## src/rtl/id_ex_stage.sv

```systemverilog
// -----------------------------------------------------------------------------
// id_ex_stage
//
// ID/EX pipeline register and EX operand-select stage.
//
// The stage captures, from ID, the decoded control bits, the register read
// data, the immediate and the register addresses. The registered Rs/Rt
// addresses go to the forwarding unit. The forwarding selects that come back
// choose the final ALU operands and the store data. The stage also flags a
// load-use hazard against the instruction currently sitting in ID.
//
// Ports
//   clk_i, rst_i            clock (rising edge), asynchronous active-high reset
//   stall_i, flush_i        hold all state / load a bubble (flush has priority)
//   *_i (ID side)           control, data, immediate and addresses from ID;
//                           these are captured only, never passed straight
//                           through to an output
//   IF_ID_RsAddr_i/RtAddr_i source addresses of the instruction now in ID
//   EX_RsOverride_i/Rt..    forwarding selects: 00 reg, 10 EX/MEM,
//                           01 MEM/WB, 11 treated as 00
//   EX_MEM_ALUResult_i      EX/MEM forward value
//   MEM_WB_WriteData_i      MEM/WB forward value
//   ID_EX_*Addr_o           registered register addresses
//   RegWrite_o..funct_o     registered control fields
//   valid_o                 stage holds a real instruction
//   ALUSrcA_o, ALUSrcB_o    final ALU operands
//   StoreData_o             forwarded Rt value for stores
//   hazard_o                load-use hazard against the instruction in ID
// -----------------------------------------------------------------------------
module id_ex_stage #(
    parameter int DATA_W = 32,
    parameter int ADDR_W = 5
) (
    input  logic              clk_i,
    input  logic              rst_i,
    input  logic              stall_i,
    input  logic              flush_i,
    input  logic              RegWrite_i,
    input  logic              MemtoReg_i,
    input  logic              MemRead_i,
    input  logic              MemWrite_i,
    input  logic              ALUSrc_i,
    input  logic [1:0]        ALUOp_i,
    input  logic [9:0]        funct_i,
    input  logic [DATA_W-1:0] RsData_i,
    input  logic [DATA_W-1:0] RtData_i,
    input  logic [DATA_W-1:0] Imm_i,
    input  logic [ADDR_W-1:0] RsAddr_i,
    input  logic [ADDR_W-1:0] RtAddr_i,
    input  logic [ADDR_W-1:0] RdAddr_i,
    input  logic [ADDR_W-1:0] IF_ID_RsAddr_i,
    input  logic [ADDR_W-1:0] IF_ID_RtAddr_i,
    input  logic [1:0]        EX_RsOverride_i,
    input  logic [1:0]        EX_RtOverride_i,
    input  logic [DATA_W-1:0] EX_MEM_ALUResult_i,
    input  logic [DATA_W-1:0] MEM_WB_WriteData_i,
    output logic [ADDR_W-1:0] ID_EX_RsAddr_o,
    output logic [ADDR_W-1:0] ID_EX_RtAddr_o,
    output logic [ADDR_W-1:0] ID_EX_RdAddr_o,
    output logic              RegWrite_o,
    output logic              MemtoReg_o,
    output logic              MemRead_o,
    output logic              MemWrite_o,
    output logic              ALUSrc_o,
    output logic [1:0]        ALUOp_o,
    output logic [9:0]        funct_o,
    output logic              valid_o,
    output logic [DATA_W-1:0] ALUSrcA_o,
    output logic [DATA_W-1:0] ALUSrcB_o,
    output logic [DATA_W-1:0] StoreData_o,
    output logic              hazard_o
);

    // The whole pipeline register as one bank. All-zero is the bubble
    // encoding. Zero addresses can never match a live forwarding source,
    // because x0 is never forwarded.
    typedef struct packed {
        logic              valid;
        logic              regWrite;
        logic              memtoReg;
        logic              memRead;
        logic              memWrite;
        logic              aluSrc;
        logic [1:0]        aluOp;
        logic [9:0]        funct;
        logic [DATA_W-1:0] rsData;
        logic [DATA_W-1:0] rtData;
        logic [DATA_W-1:0] imm;
        logic [ADDR_W-1:0] rsAddr;
        logic [ADDR_W-1:0] rtAddr;
        logic [ADDR_W-1:0] rdAddr;
    } idExReg_t;

    idExReg_t stageQ;
    idExReg_t loadVal;
    logic [DATA_W-1:0] fwdRs;
    logic [DATA_W-1:0] fwdRt;

    always_comb begin
        loadVal = '{
            valid:    1'b1,
            regWrite: RegWrite_i,
            memtoReg: MemtoReg_i,
            memRead:  MemRead_i,
            memWrite: MemWrite_i,
            aluSrc:   ALUSrc_i,
            aluOp:    ALUOp_i,
            funct:    funct_i,
            rsData:   RsData_i,
            rtData:   RtData_i,
            imm:      Imm_i,
            rsAddr:   RsAddr_i,
            rtAddr:   RtAddr_i,
            rdAddr:   RdAddr_i
        };
    end

    // Priority: async reset, then flush (a flush overrides a stall), then
    // stall, then load.
    always_ff @(posedge clk_i or posedge rst_i) begin
        // NOTE: non-blocking assignments for registered state, so every flop
        // samples pre-edge values regardless of statement order.
        if (rst_i) begin
            stageQ <= '0;
        end else if (flush_i) begin
            stageQ <= '0;
        end else if (!stall_i) begin
            stageQ <= loadVal;
        end
    end

    // Forwarding mux. Select 11 is illegal and falls through to the
    // registered value.
    always_comb begin
        // NOTE: defaults first, so every path assigns both outputs and no
        // latch is inferred.
        fwdRs = stageQ.rsData;
        fwdRt = stageQ.rtData;
        case (EX_RsOverride_i)
            2'b10:   fwdRs = EX_MEM_ALUResult_i;
            2'b01:   fwdRs = MEM_WB_WriteData_i;
            default: ;
        endcase
        case (EX_RtOverride_i)
            2'b10:   fwdRt = EX_MEM_ALUResult_i;
            2'b01:   fwdRt = MEM_WB_WriteData_i;
            default: ;
        endcase
    end

    assign ALUSrcA_o   = fwdRs;
    assign StoreData_o = fwdRt;
    assign ALUSrcB_o   = stageQ.aluSrc ? stageQ.imm : fwdRt;

    // A load in EX whose destination (Rt) feeds the instruction in ID.
    // A load into x0 is harmless, and a bubble never raises a hazard.
    assign hazard_o = stageQ.valid & stageQ.memRead & (stageQ.rtAddr != '0) &
                      ((stageQ.rtAddr == IF_ID_RsAddr_i) |
                       (stageQ.rtAddr == IF_ID_RtAddr_i));

    assign ID_EX_RsAddr_o = stageQ.rsAddr;
    assign ID_EX_RtAddr_o = stageQ.rtAddr;
    assign ID_EX_RdAddr_o = stageQ.rdAddr;
    assign RegWrite_o     = stageQ.regWrite;
    assign MemtoReg_o     = stageQ.memtoReg;
    assign MemRead_o      = stageQ.memRead;
    assign MemWrite_o     = stageQ.memWrite;
    assign ALUSrc_o       = stageQ.aluSrc;
    assign ALUOp_o        = stageQ.aluOp;
    assign funct_o        = stageQ.funct;
    assign valid_o        = stageQ.valid;

endmodule

```

## config.mk

```make
export PLATFORM = sky130hd
export DESIGN_NAME = id_ex_stage
export DESIGN_NICKNAME = d
export VERILOG_FILES = /design/src/rtl/id_ex_stage.sv
export SDC_FILE = /design/constraint.sdc
export NUM_CORES = 1
export LEC_CHECK = 0
export CORE_MARGIN = 3
export CORE_UTILIZATION = 27
export CTS_CLUSTER_SIZE = 28
export DETAILED_ROUTE_END_ITERATION = 7
export RECOVER_POWER = 25
export SETUP_SLACK_MARGIN = 0.1
export SLEW_MARGIN = 25
export SYNTH_ARGS = -nofsm -noshare
export SYNTH_HDL_FRONTEND = slang
export SYNTH_SLANG_ARGS = --single-unit
```

## constraint.sdc

```tcl
create_clock -name clk_i -period 4.7 [get_ports clk_i]
set_input_delay 0.94 -clock clk_i [delete_from_list [all_inputs] [get_ports clk_i]]
set_output_delay 0.94 -clock clk_i [all_outputs]
set_load 0.005 [all_outputs]
```

==> out/results.ini, run 1 <==
[clock_network]
htree_levels = 4
cts_tree = built
post_cts_buffers = 0
clock_latency_ps = 410
cts_resized = 0
cts_hold_buffers = 0
clock-sinks = 129
cts-root-buf = clkbuf_16
clkSlewWorstSetupHoldPaths_ps = 60
numCtsBuffers = 17
cts_buffer_depth = 2

[sta]
holdWs_ps = 516
final_hold_viol_count = 0
rsz0062_at_grt = no
period_needed_ps = 4070
slew_violations = 64
tns_ps = 0
max_slew_margin_pct = -115
setup_violations = 0
tightestPinTransition_ps = 3220
period_share_pct = 86.5
fin_skew_ps = 0
max_freq_mhz = 246

[routing]
drc = 0
firstDrtPassIters = 4
drtIter0Drc = 327
vias = 6337
ant_nets = 0
viasPerCell = 4.68
wl_mm = 26.3
wl_per_cell_um = 19.4

[cells_and_area]
multi_input_area_sq_um = 3500
final_nets = 1221
fin_area_sq_um = 11400
n_antenna_cell = 0
syn2layout_area_growth_pct = 56.3
seq_area_sq_um = 3230
layout-drive-gt1-share_pct = 11.3
nFillCells = 2572

[min_path]
hold_path_depth = 2
hold_class = reg2reg

[logic_synthesis]
mappedNetlistNets = 937
ys_warn_count = 0
yosys.cell_types.count = 23
synth_top_area_share_pct = 44.4
ys_seq_area_share_pct = 44.4
synth_area_leaders = dfrtp_1, mux2i_1, nor2_1
synth.avg_cell_area_sq_um = 10.0
ys_top_cells_by_count = dfrtp_1, mux2i_1, nor2_1, nand2_1, a22oi_1
synth_area_sq_um = 7270
synth_flop_cell = dfrtp_1
async_flop_share_pct = 100
synth_cells = 723
ys_seq_elements = 129
synth_edf_count = 0
synth.most_common_cell = dfrtp_1
synth_area_leader_cell = dfrtp_1

[setup_path]
crit_required_ps = 3760
crit_cells = 7
arrival_ps = 3130
critPathTopFamily = buffers and inverters
reg2reg_depth = 2
worstSetupPathType = in2out
worstSetupStartpointType = primary input
worstPathCellList = clkdlybuf4s50_1 > inv_1 > ha_2 > buf_12 > a22oi_1 > o21ai_0 > clkdlybuf4s50_1
critPathCaptureType = output pin
path_buf_inv = 4
slowest_delay_ps = 570
crit_fanout = 17
crit_top_cell = clkdlybuf4s50_1
crit_slowest_cell = clkdlybuf4s50_1

[die]
fp-row-count = 59
core_sq_um = 26300
io_pins = 340
die_w_um = 170
die_area_sq_um = 28900
fp.dieH_um = 170
start_util_pct = 27.6

[status]
status = finished with violations
violations = capacitance limit, slew limit

[power]
power_density_nw_per_um2 = 303
power_mw = 3.44
peakVddDrop_v = 0.000221
leakage_nw = 4.94

[global_routing]
first_global_vias = 6582
antenna_found_initial = 1
grt_max_degree = 76
grtUsageMet1_pct = 22.1
grt_first_pass_wirelength_mm = 39.7
grt-ovfl-total = 0
busiest_layer = met2
use_met2_pct = 30.3
grt_use_total_pct = 17.8
met3_usage_pct = 4.67

[placement]
place_congestion = 0.813
dp_hpwl_mm = 18.7
io_buffers = 339
placed_area_sq_um = 10700

[flow_run]
cap_violations = 1

## worst paths after layout
path	start	to	slack, ps
worst max-delay path	EX_RsOverride_i[0]	ALUSrcA_o[4]	630
worst min-delay path	stageQ[41]	stageQ[41]	520
worst max register to register	ALUSrc_o	ALUSrc_o	3330
worst min register to register	stageQ[41]	stageQ[41]	520
max in group asynchronous	rst_i	stageQ[48]	2720
min in group asynchronous	rst_i	funct_o[2]	1140
## final cells by class
| class | instances | area share, % |
|---|---|---|
| clock buffer | 19 | 3.90 |
| clock inverter | 12 | 1.62 |
| inverter | 6 | 0.242 |
| multi-input combinational | 502 | 30.8 |
| sequential | 129 | 28.4 |
| tap | 335 | 3.69 |
| timing repair buffer | 351 | 31.3 |
## metrics by stage
stage	instances	utilization [%]	setup WS, ps
after floorplan	723	-	319
after global placement	1323	40.8	598
after detailed placement	1323	40.8	610
after CTS	1354	43.2	591
after global routing	1354	43.2	478
final	1354	43.2	634
## worst min-delay path: cells and delay by family (launching register included)
family | cells | cell delay, ps
flip-flops | 1 | 340
AND/OR/NAND/NOR | 1 | 70
multiplexers | 1 | 70
## kinds of logic after synthesis
logic type / Yosys count / synth area share (%)
buffers and inverters: 92 / 7.68
AOI/OAI and AO/OA: 131 / 13.1
and+or+nand+nor: 197 / 10.3
muxes: 160 / 22.6
xor gates and xnor gates: 10 / 1.21
DFF: 129 / 44.4
adders and majority gates: 4 / 0.689
## registers in the layout (all words and copies together) (netlist names), 2 cells and up
name / flops
ALUOp_o: 2
funct_o: 10
stageQ: 96
ID_EX_RsAddr_o: 5
ID_EX_RtAddr_o: 5
ID_EX_RdAddr_o: 5
## layer usage
layer / wire (um) / up-vias
li1: - / 3058
met1: 11100 / 3016
met2: 13000 / 231
met3: 1650 / 30
met4: 492 / 2
met5: 20 / -
## layout by cell type (no fill, tap or decap)
master           synthesis  routed
clkinv_4                 0       2
clkdlybuf4s50_1          0     336
clkbuf_1                25       2
o21ai_1                  3       3
mux2i_1                128     128
a22oi_1                 60      60
ha_2                     0       3
dlygate4sd3_1            0       1
bufinv_16                0       4
or4_4                    1       1
a21oi_1                  2       2
a22oi_2                  4       4
nand3_1                  2       2
clkbuf_16                0      17
mux2_2                  32      32
buf_4                   42       6
o21ai_2                 28      28
dfrtp_1                129     128
dfrtp_2                  0       1
nor3_1                   2       2
o211ai_2                 1       1
inv_6                    0       2
clkinvlp_4               0       5
clkbuf_8                 0       1
ha_4                     0       1
buf_6                    5       1
xnor2_1                  4       4
xor2_1                   6       6
o21ai_0                 33      33
buf_12                   0       6
inv_1                    6       5
nand2_1                 64      64
nor2_1                 128     128
## where the power goes
group | leakage [nW] | switching, mW | internal (mW) | total [mW]
Clock | 0.288 | 0.533 | 0.903 | 1.44
Combinational | 2.94 | 0.323 | 0.464 | 0.787
Sequential | 1.71 | 0.0471 | 1.17 | 1.22
No activity file was read; power rests on OpenSTA's default activity.
==> run 2: changes to the inputs <==
--- a/config.mk
+++ b/config.mk
@@ -6,12 +6,13 @@
 export NUM_CORES = 1
 export LEC_CHECK = 0
 export CORE_MARGIN = 3
-export CORE_UTILIZATION = 27
+export CORE_UTILIZATION = 25
+export CTS_BUF_LIST = sky130_fd_sc_hd__clkbuf_8
 export CTS_CLUSTER_SIZE = 28
 export DETAILED_ROUTE_END_ITERATION = 7
 export RECOVER_POWER = 25
 export SETUP_SLACK_MARGIN = 0.1
-export SLEW_MARGIN = 25
+export SLEW_MARGIN = 15
 export SYNTH_ARGS = -nofsm -noshare
 export SYNTH_HDL_FRONTEND = slang
 export SYNTH_SLANG_ARGS = --single-unit
==> out/results.ini, run 2 (same netlist as run 1, synthesis figures left out) <==
[routing]
vias = 6379
drc = 0
firstDrtPassIters = 6
drtIter0Drc = 368
viasPerCell = 4.56
ant_nets = 0
wl_per_cell_um = 19.2
wl_mm = 26.8

[cells_and_area]
multi_input_area_sq_um = 3500
layout_commonest_cell = clkdlybuf4s50_1
layout-drive-gt1-share_pct = 11.4
largest_register_ffs = 96
top_register = stageQ
mostFrequentLayoutCells = clkdlybuf4s50_1, dfrtp_1, mux2i_1, nor2_1, nand2_1
final_nets = 1221
syn2layout_area_growth_pct = 53.5
nFillCells = 2856
seq_area_sq_um = 3230
n_antenna_cell = 0

[status]
status = finished with violations
violations = capacitance limit, slew limit

[setup_path]
critPathCaptureType = register
worstSetupStartpointType = primary input
r2r-start = ALUSrc_o
crit_fanout = 53
reg2reg_depth = 2
worstSetupPathType = in2reg
arrival_ps = 4510
r2r_slack_ps = 3340
crit_required_ps = 5010
timing.rr.end = ALUSrc_o

[global_routing]
grt-ovfl-total = 0
grt_first_pass_wirelength_mm = 41.1
grt_max_degree = 81
first_global_vias = 6805
antenna_found_initial = 0
grt_use_total_pct = 17.1

[clock_network]
cts_resized = 0
cts_buffer_depth = 2
cts_hold_buffers = 0
post_cts_buffers = 0
htree_levels = 4
clock-sinks = 129
clock_latency_ps = 440
cts_tree = built
clkSlewWorstSetupHoldPaths_ps = 80
numCtsBuffers = 17
cts-root-buf = clkbuf_8

[power]
leakage_nw = 4.83
power_density_nw_per_um2 = 262
peakVddDrop_v = 0.000118

[sta]
fin_skew_ps = 0
period_share_pct = 89.4
final_hold_viol_count = 0
rsz0062_at_grt = no
tightestPinTransition_ps = 3430
slew_violations = 133
max_slew_margin_pct = -129
setup_violations = 0
max_freq_mhz = 238
period_needed_ps = 4200
tns_ps = 0
holdWs_ps = 519

[die]
core_sq_um = 28200
fp.dieH_um = 176
die_area_sq_um = 31100
fp-row-count = 61
start_util_pct = 25.7
die_w_um = 176
io_pins = 340

[min_path]
hold_class = reg2reg
hold_end = stageQ[33]
hp-start = stageQ[33]
hold_path_depth = 2

[placement]
place_congestion = 0.807
io_buffers = 339
dp_hpwl_mm = 18.8

[flow_run]
cap_violations = 2

==> run 2: worst max-delay path by stage <==
stage / slack [ps] / to / start
floorplan: 320 / ALUOp_o[0] / rst_i
global placement: 490 / ALUSrcA_o[5] / EX_RsOverride_i[0]
detailed placement: 510 / ALUSrcA_o[5] / EX_RsOverride_i[0]
CTS: 510 / ALUSrcA_o[5] / EX_RsOverride_i[0]
global route: 330 / stageQ[38] / stall_i
finish: 500 / stageQ[78] / stall_i
==> run 2: critical path: stages <==
cell,delay (ps)
clkdlybuf4s15_1,2480
buf_4,690
mux2i_1,250
nor2_1,50
==> run 2: area by class of cell <==
cell class / count / area share (%)
clock buffer: 18 / 2.22
clock inverter: 14 / 0.954
inverter: 6 / 0.236
multi-input combinational: 502 / 31.4
sequential: 129 / 29.0
tap: 378 / 4.24
timing repair buffer: 351 / 32.0
==> run 2: power by group <==
part / switching, mW / internal (mW) / total, mW
Sequential: 0.0462 / 1.17 / 1.22
Clock: 0.508 / 0.386 / 0.894
Combinational: 0.330 / 0.475 / 0.805
Total: 0.884 / 2.03 / 2.92
==> run 2: stage by stage <==
step                      utilization, %  setup slack (ps)  cell area [sq um]  total power [mW]  instances
after global routing                39.5               334              11200              3.10       1398
after detailed placement            38.2               509              10800              2.05       1366
after global placement              38.2               488              10800              2.04       1366
after floorplan                        -               319               7270              1.58        723
final                               39.5               497              11200              2.92       1398
after CTS                           39.5               512              11200              2.97       1398
==> run 2: per-layer routing <==
metal  track usage [%]  up-vias  part of all wire, %
met3              4.17       14                  6.1
met1              22.8     3100                   45
met4              3.37        0                  1.0
li1                  -     3053                    -
met2              28.3      212                   48
met5                 0        -                    0
